`src/rtl/bfp16_accum_if.sv`:
```
// rtl/bfp16_accum_if.sv - product input and group-sum output handshake bundle for bfp16_accum
interface bfp16_accum_if #(
  parameter int DATA_TYPE = 16,
  parameter int CNT_W     = 3
);
  logic                 in_valid;
  logic                 in_ready;
  logic [DATA_TYPE-1:0] in_data;
  logic                 in_last;
  logic                 out_valid;
  logic                 out_ready;
  logic [DATA_TYPE-1:0] out_data;
  logic [CNT_W-1:0]     out_count;

  modport slave (
    input  in_valid, in_data, in_last, out_ready,
    output in_ready, out_valid, out_data, out_count
  );

  modport master (
    output in_valid, in_data, in_last, out_ready,
    input  in_ready, out_valid, out_data, out_count
  );
endinterface

```
`src/rtl/bfp16_accum.sv`:
```
// rtl/bfp16_accum.sv - bfloat16 group accumulator: sums up to ACC_LEN products per output group
module bfp16_accum #(
  parameter int DATA_TYPE = 16,
  parameter int ACC_LEN   = 4,
  parameter int CNT_W     = $clog2(ACC_LEN + 1)
) (
  input  logic           clk,
  input  logic           rst,
  bfp16_accum_if.slave   bus
);

  localparam logic [0:0] ST_ACCUM = 1'b0;
  localparam logic [0:0] ST_HOLD  = 1'b1;

  logic [0:0]           state_q;
  logic [DATA_TYPE-1:0] acc_q;
  logic [CNT_W-1:0]     count_q;
  logic [DATA_TYPE-1:0] out_data_q;
  logic [CNT_W-1:0]     out_count_q;

  logic [DATA_TYPE-1:0] sum_d;
  logic [CNT_W-1:0]     count_d;
  logic                 accept;
  logic                 close;

  // Truncating bfloat16 add; NaN results carry exponent 0xFF so they stay sticky via acc_q.
  function automatic logic [15:0] bf16_add(input logic [15:0] a, input logic [15:0] b);
    logic [15:0]        big;
    logic [15:0]        sml;
    logic [7:0]         diff;
    logic [7:0]         m_big;
    logic [7:0]         m_sml;
    logic [8:0]         sum;
    logic [7:0]         norm;
    logic [3:0]         lz;
    logic signed [9:0]  exp_r;
    logic [15:0]        res;
    big   = a;
    sml   = b;
    diff  = 8'd0;
    m_big = 8'd0;
    m_sml = 8'd0;
    sum   = 9'd0;
    norm  = 8'd0;
    lz    = 4'd0;
    exp_r = 10'sd0;
    res   = 16'h0000;
    if (a[14:7] == 8'hFF || b[14:7] == 8'hFF) begin
      res = 16'h7FC0;
    end else if (a[14:7] == 8'h00 && b[14:7] == 8'h00) begin
      res = 16'h0000;
    end else if (a[14:7] == 8'h00) begin
      res = b;
    end else if (b[14:7] == 8'h00) begin
      res = a;
    end else begin
      if (a[14:0] < b[14:0]) begin
        big = b;
        sml = a;
      end
      diff  = big[14:7] - sml[14:7];
      m_big = {1'b1, big[6:0]};
      m_sml = (diff >= 8'd9) ? 8'd0 : ({1'b1, sml[6:0]} >> diff);
      if (big[15] == sml[15]) begin
        sum = {1'b0, m_big} + {1'b0, m_sml};
      end else begin
        sum = {1'b0, m_big} - {1'b0, m_sml};
      end
      if (sum[8]) begin
        norm  = sum[8:1];
        exp_r = $signed({2'b00, big[14:7]}) + 10'sd1;
      end else begin
        for (int i = 0; i < 8; i++) begin
          if (sum[i]) lz = 4'(7 - i);
        end
        norm  = sum[7:0] << lz;
        exp_r = $signed({2'b00, big[14:7]}) - $signed({6'b000000, lz});
      end
      if (sum == 9'd0 || exp_r <= 10'sd0) begin
        res = 16'h0000;
      end else if (exp_r >= 10'sd255) begin
        res = big[15] ? 16'hFF7F : 16'h7F7F;
      end else begin
        res = {big[15], exp_r[7:0], norm[6:0]};
      end
    end
    return res;
  endfunction

  assign bus.in_ready  = rst && (state_q == ST_ACCUM);
  assign bus.out_valid = (state_q == ST_HOLD);
  assign bus.out_data  = out_data_q;
  assign bus.out_count = out_count_q;

  always_comb begin
    sum_d   = bf16_add(acc_q, bus.in_data);
    count_d = count_q + 1'b1;
    accept  = bus.in_valid && bus.in_ready;
    close   = accept && (bus.in_last || count_d == CNT_W'(ACC_LEN));
  end

  always_ff @(posedge clk or negedge rst) begin
    if (!rst) begin
      state_q     <= ST_ACCUM;
      acc_q       <= '0;
      count_q     <= '0;
      out_data_q  <= '0;
      out_count_q <= '0;
    end else if (state_q == ST_ACCUM) begin
      if (accept) begin
        acc_q   <= sum_d;
        count_q <= count_d;
      end
      if (close) begin
        state_q     <= ST_HOLD;
        out_data_q  <= sum_d;
        out_count_q <= count_d;
      end
    end else if (bus.out_ready) begin
      // The slot freed by the handshake is not reused for input, so each group costs one extra cycle.
      state_q <= ST_ACCUM;
      acc_q   <= '0;
      count_q <= '0;
    end
  end

endmodule

```
`src/flat_wrapper.sv`:
```
// flat-port wrapper written by rule: the top's interface ports become plain ports
module bfp16_accum_flat 
#(
  parameter int DATA_TYPE = 16,
  parameter int ACC_LEN   = 4,
  parameter int CNT_W     = $clog2(ACC_LEN + 1)
)
  (clk, rst, bus_in_valid, bus_in_data, bus_in_last, bus_out_ready, bus_in_ready, bus_out_valid, bus_out_data, bus_out_count);
  bfp16_accum_if #(.DATA_TYPE(DATA_TYPE), .CNT_W(CNT_W)) bus_i ();
  input  logic clk;
  input  logic rst;
  input wire logic [$bits(bus_i.in_valid)-1:0] bus_in_valid;
  input wire logic [$bits(bus_i.in_data)-1:0] bus_in_data;
  input wire logic [$bits(bus_i.in_last)-1:0] bus_in_last;
  input wire logic [$bits(bus_i.out_ready)-1:0] bus_out_ready;
  output wire logic [$bits(bus_i.in_ready)-1:0] bus_in_ready;
  output wire logic [$bits(bus_i.out_valid)-1:0] bus_out_valid;
  output wire logic [$bits(bus_i.out_data)-1:0] bus_out_data;
  output wire logic [$bits(bus_i.out_count)-1:0] bus_out_count;
  assign bus_i.in_valid = bus_in_valid;
  assign bus_i.in_data = bus_in_data;
  assign bus_i.in_last = bus_in_last;
  assign bus_i.out_ready = bus_out_ready;
  assign bus_in_ready = bus_i.in_ready;
  assign bus_out_valid = bus_i.out_valid;
  assign bus_out_data = bus_i.out_data;
  assign bus_out_count = bus_i.out_count;
  bfp16_accum #(.DATA_TYPE(DATA_TYPE), .ACC_LEN(ACC_LEN), .CNT_W(CNT_W)) u_core (.clk(clk), .rst(rst), .bus(bus_i));
endmodule
```
`config.mk`:
```
export PLATFORM = sky130hd
export DESIGN_NAME = bfp16_accum_flat
export DESIGN_NICKNAME = d
export VERILOG_FILES = /design/src/rtl/bfp16_accum_if.sv /design/src/rtl/bfp16_accum.sv /design/src/flat_wrapper.sv
export SDC_FILE = /design/constraint.sdc
export NUM_CORES = 1
export LEC_CHECK = 0
export ABC_CLOCK_PERIOD_IN_PS = 9200
export BUFFER_PORTS_ARGS = -buffer_cell sky130_fd_sc_hd__clkbuf_2
export CAP_MARGIN = 0
export CORE_MARGIN = 2
export CORE_UTILIZATION = 37
export CTS_BUF_LIST = sky130_fd_sc_hd__clkbuf_8
export CTS_CLUSTER_DIAMETER = 200
export DETAILED_ROUTE_END_ITERATION = 8
export SYNTH_ARGS = -nofsm -noshare
export SYNTH_HDL_FRONTEND = slang
export SYNTH_SLANG_ARGS = --single-unit
```
`constraint.sdc`:
```
create_clock -name clk -period 9.2 [get_ports clk]
set_input_delay 0.46 -clock clk [delete_from_list [all_inputs] [get_ports clk]]
set_output_delay 0.46 -clock clk [all_outputs]
set_load 0.01 [all_outputs]
```
==> impl_metrics.csv <==
group,metric,value,unit
run_status,status,"completed",
critical_path,slowest_delay,370,ps
cts,htreeDepth,2,
yosys,yosysSeqAreaShare,18.7,%
layout,area_growth,16.8,%
critical_path,cp_max_fo,7,
floorplanning,pin_count,42,
layout,layout.nets,820,
critical_path,cp.required,9380,ps
cts,cts-root-buf,"clkbuf_8",
sta,clock_skew,12.7,ps
power,p_per_area,438,nW/um^2
yosys,synth_ff_type,"dfrtp_1",
layout,multi_input_area,4060,sq um
sta,whs,342,ps
route,drtIter0Drc,630,
route,drt-total-wl,19000,microns
layout,layout.filler_cells,1406,
route,viasPerCell,6.09,
global_routing,globalRouteOverflowTotal,0,
placement,gp_congestion,0.990,
layout,drive_gt1_share,19.2,%
sta,hold_violations,0,
critical_path,arrival,8940,ps
yosys,synth-edff-count,0,
yosys,synthesis.area,5210,sq um
critical_path,crit_top_cell,"ha_1",
sta,fin_tns_setup,0,ps
yosys,ys.warnings.count,0,
floorplanning,die_x,123,microns
yosys,synth.distinct_cells,84,
run,maxCapViolCount,0,
route,post_drt_wl_per_cell,20.0,microns
route,route.detailed.drc,0,
floorplanning,core_region_area,13800,sq um
critical_path,r2r_slack,460,ps
cts,ctsHoldBuffers,0,
power,peakVddDrop,134,uV
route,ant_nets,0,
floorplanning,dieArea,15100,sq um
route,vias,5776,
yosys,ys_ff_latch,39,
floorplanning,die_h,123,microns
yosys,ys_async_sr_fraction,100,%
critical_path,setup.worst_path.start,"bus_in_data[6]",
placement,place_ws,-209,ps
critical_path,critPathSlowestCell,"ha_1",
global_routing,grt_max_degree,41,
cts,clockBufferDepth,2,
cts,clk_pin_slew,90,ps
hold_path,min_path_type,"in -> async",
critical_path,setup.worst_path.start_class,"input port",
sta,min_period_over_period,95.1,%
placement,dp_hpwl,14600,microns
global_routing,grt_first_pass_wirelength,29500,microns
global_routing,grt_use_total,24.9,%
sta,fmax,114,MHz
critical_path,end_kind,"flop",
cts,numCtsBuffers,5,
route,dr.pass1.iters,5,
placement,port_buffers,41,
power,leakage,2.63,nW
sta,tightest_slew,1070,ps
sta,relSlewSlack,28.9,%
global_routing,grt_pass1_vias,5423,
sta,setup_ws,448,ps
sta,slew_violations,0,
yosys,synth_nets,762,
sta,setup_viol,0,
yosys,avgSynthCellArea,7.34,sq um
critical_path,rr_startpoint,"u_core.acc_q[5]",
global_routing,antenna_found_initial,0,
power,power.total,2.67,mW
layout,diodes,0,
floorplanning,start_util,37.7,%
cts,cts.sinks,39,
cts,clk_latency,300,ps
critical_path,critPathKind,"in -> reg",
cts,cts_tree,"done",
layout,seqCellArea,976,sq um
yosys,synthCells,710,
floorplanning,rows,43,
sta,fin_crit,8750,ps
[sequential cells by signal (all words and copies together), names as in the netlist]
signal                flops
u_core.acc_q             16
u_core.count_q            3
u_core.bus.out_data      16
u_core.bus.out_valid      1
u_core.bus.out_count      3
[critical path, delay by kind of cell]
family,cells,cell delay [ps]
fa+ha+maj,5,1490
buf+inv,3,360
simple gates,10,2120
compound gates,18,3490
mux,2,670
xor+xnor,2,320
[placed cells by master (no fill, tap or decap), drive strengths merged, types with 17 or more instances in the layout]
| cell | synthesis | final |
|---|---|---|
| clkbuf | 27 | 46 |
| xnor2 | 17 | 17 |
| nand2 | 99 | 99 |
| inv | 34 | 35 |
| buf | 11 | 48 |
| nand3 | 25 | 25 |
| ha | 29 | 29 |
| nor2 | 53 | 53 |
| a21oi | 53 | 53 |
| mux2i | 21 | 21 |
| dfrtp | 39 | 39 |
| o21ai | 75 | 75 |
[cell type report]
class	count	area share [%]
clock buffer	5	1.13
timing repair buffer	89	9.29
multi-input combinational	599	66.7
clock inverter	3	1.05
inverter	34	2.10
sequential	39	16.0
tap	180	3.70
[repair_timing]
| item | in CTS | in global routing |
|---|---|---|
| buffers inserted | 0 | 3 |
| gates resized for setup | 0 | 26 |
| endpoints found under the setup margin | 0 | 32 |
[metrics by stage]
step / cell area (sq um) / instances / utilization, %
2_1_floorplan: 5220 / 710 / -
3_3_place_gp: 5820 / 938 / 42.1
3_5_place_dp: 5820 / 938 / 42.1
4_1_cts: 5960 / 946 / 43.1
5_1_grt: 6090 / 949 / 44.0
6_report: 6090 / 949 / 44.0
[path summary, 6_finish.rpt]
| check | to | cells after the start |
|---|---|---|
| max in group asynchronous | u_core.acc_q[5] | 1 |
| min reg2reg | u_core.bus.out_count[2] | 2 |
| min | u_core.bus.out_data[3] | 1 |
| max reg2reg | u_core.bus.out_data[7] | 38 |
| min in group clk | u_core.bus.out_valid | 2 |
| max | u_core.bus.out_data[7] | 40 |
[power breakdown]
group / switching [mW] / total, mW / internal, mW
clock network: 0.0645 / 0.172 / 0.107
logic: 1.36 / 2.19 / 0.824
registers: 0.0680 / 0.312 / 0.244
total: 1.49 / 2.67 / 1.18
[routing by layer]
| layer | GRT usage [%] | vias to the layer above | share of wire (%) |
|---|---|---|---|
| met2 | 37.6 | 258 | 44 |
| met1 | 36.8 | 2740 | 46 |
| met5 | 0 | - | 0 |
| met4 | 7.33 | 0 | 2.7 |
| met3 | 3.16 | 43 | 6.8 |
| li1 | - | 2735 | - |
[synthesized netlist by cell type (5+ instances only)]
master,count,share of area [%]
dfrtp_1,39,19
o31ai_1,13,1.9
nand4_1,14,1.7
o211ai_1,12,1.7
clkbuf_1,26,1.9
a22oi_1,7,1.0
nor3_1,15,1.4
and2_1,9,1.1
nand2_1,99,7.1
xor2_1,10,1.7
mux2_2,6,1.3
a21oi_1,50,4.8
buf_2,7,0.67
inv_1,34,2.4
xnor2_1,16,2.7
a21o_1,9,1.3
a211oi_1,5,0.72
a221oi_1,5,0.84
a31oi_1,14,1.7
o21a_1,5,0.72
nand2b_1,6,0.72
nor4_1,8,0.96
o211a_1,5,0.96
ha_1,29,7.0
nor2_1,52,3.7
nand3_1,25,2.4
nor2b_1,15,1.8
o21ai_0,71,6.8
o21bai_1,5,0.72
mux2i_1,21,4.0
[kinds of logic after synthesis]
group | after synthesis | synth area share (%)
AO/OA/AOI/OAI | 253 | 34.1
adder cells (fa/ha/maj) | 31 | 7.73
buffers and inverters | 72 | 5.66
AND/OR/NAND/NOR | 260 | 23.6
XOR/XNOR | 27 | 4.68
multiplexers | 28 | 5.54
flip-flops | 39 | 18.7
Note: power is estimated with default switching activity, not from simulation.
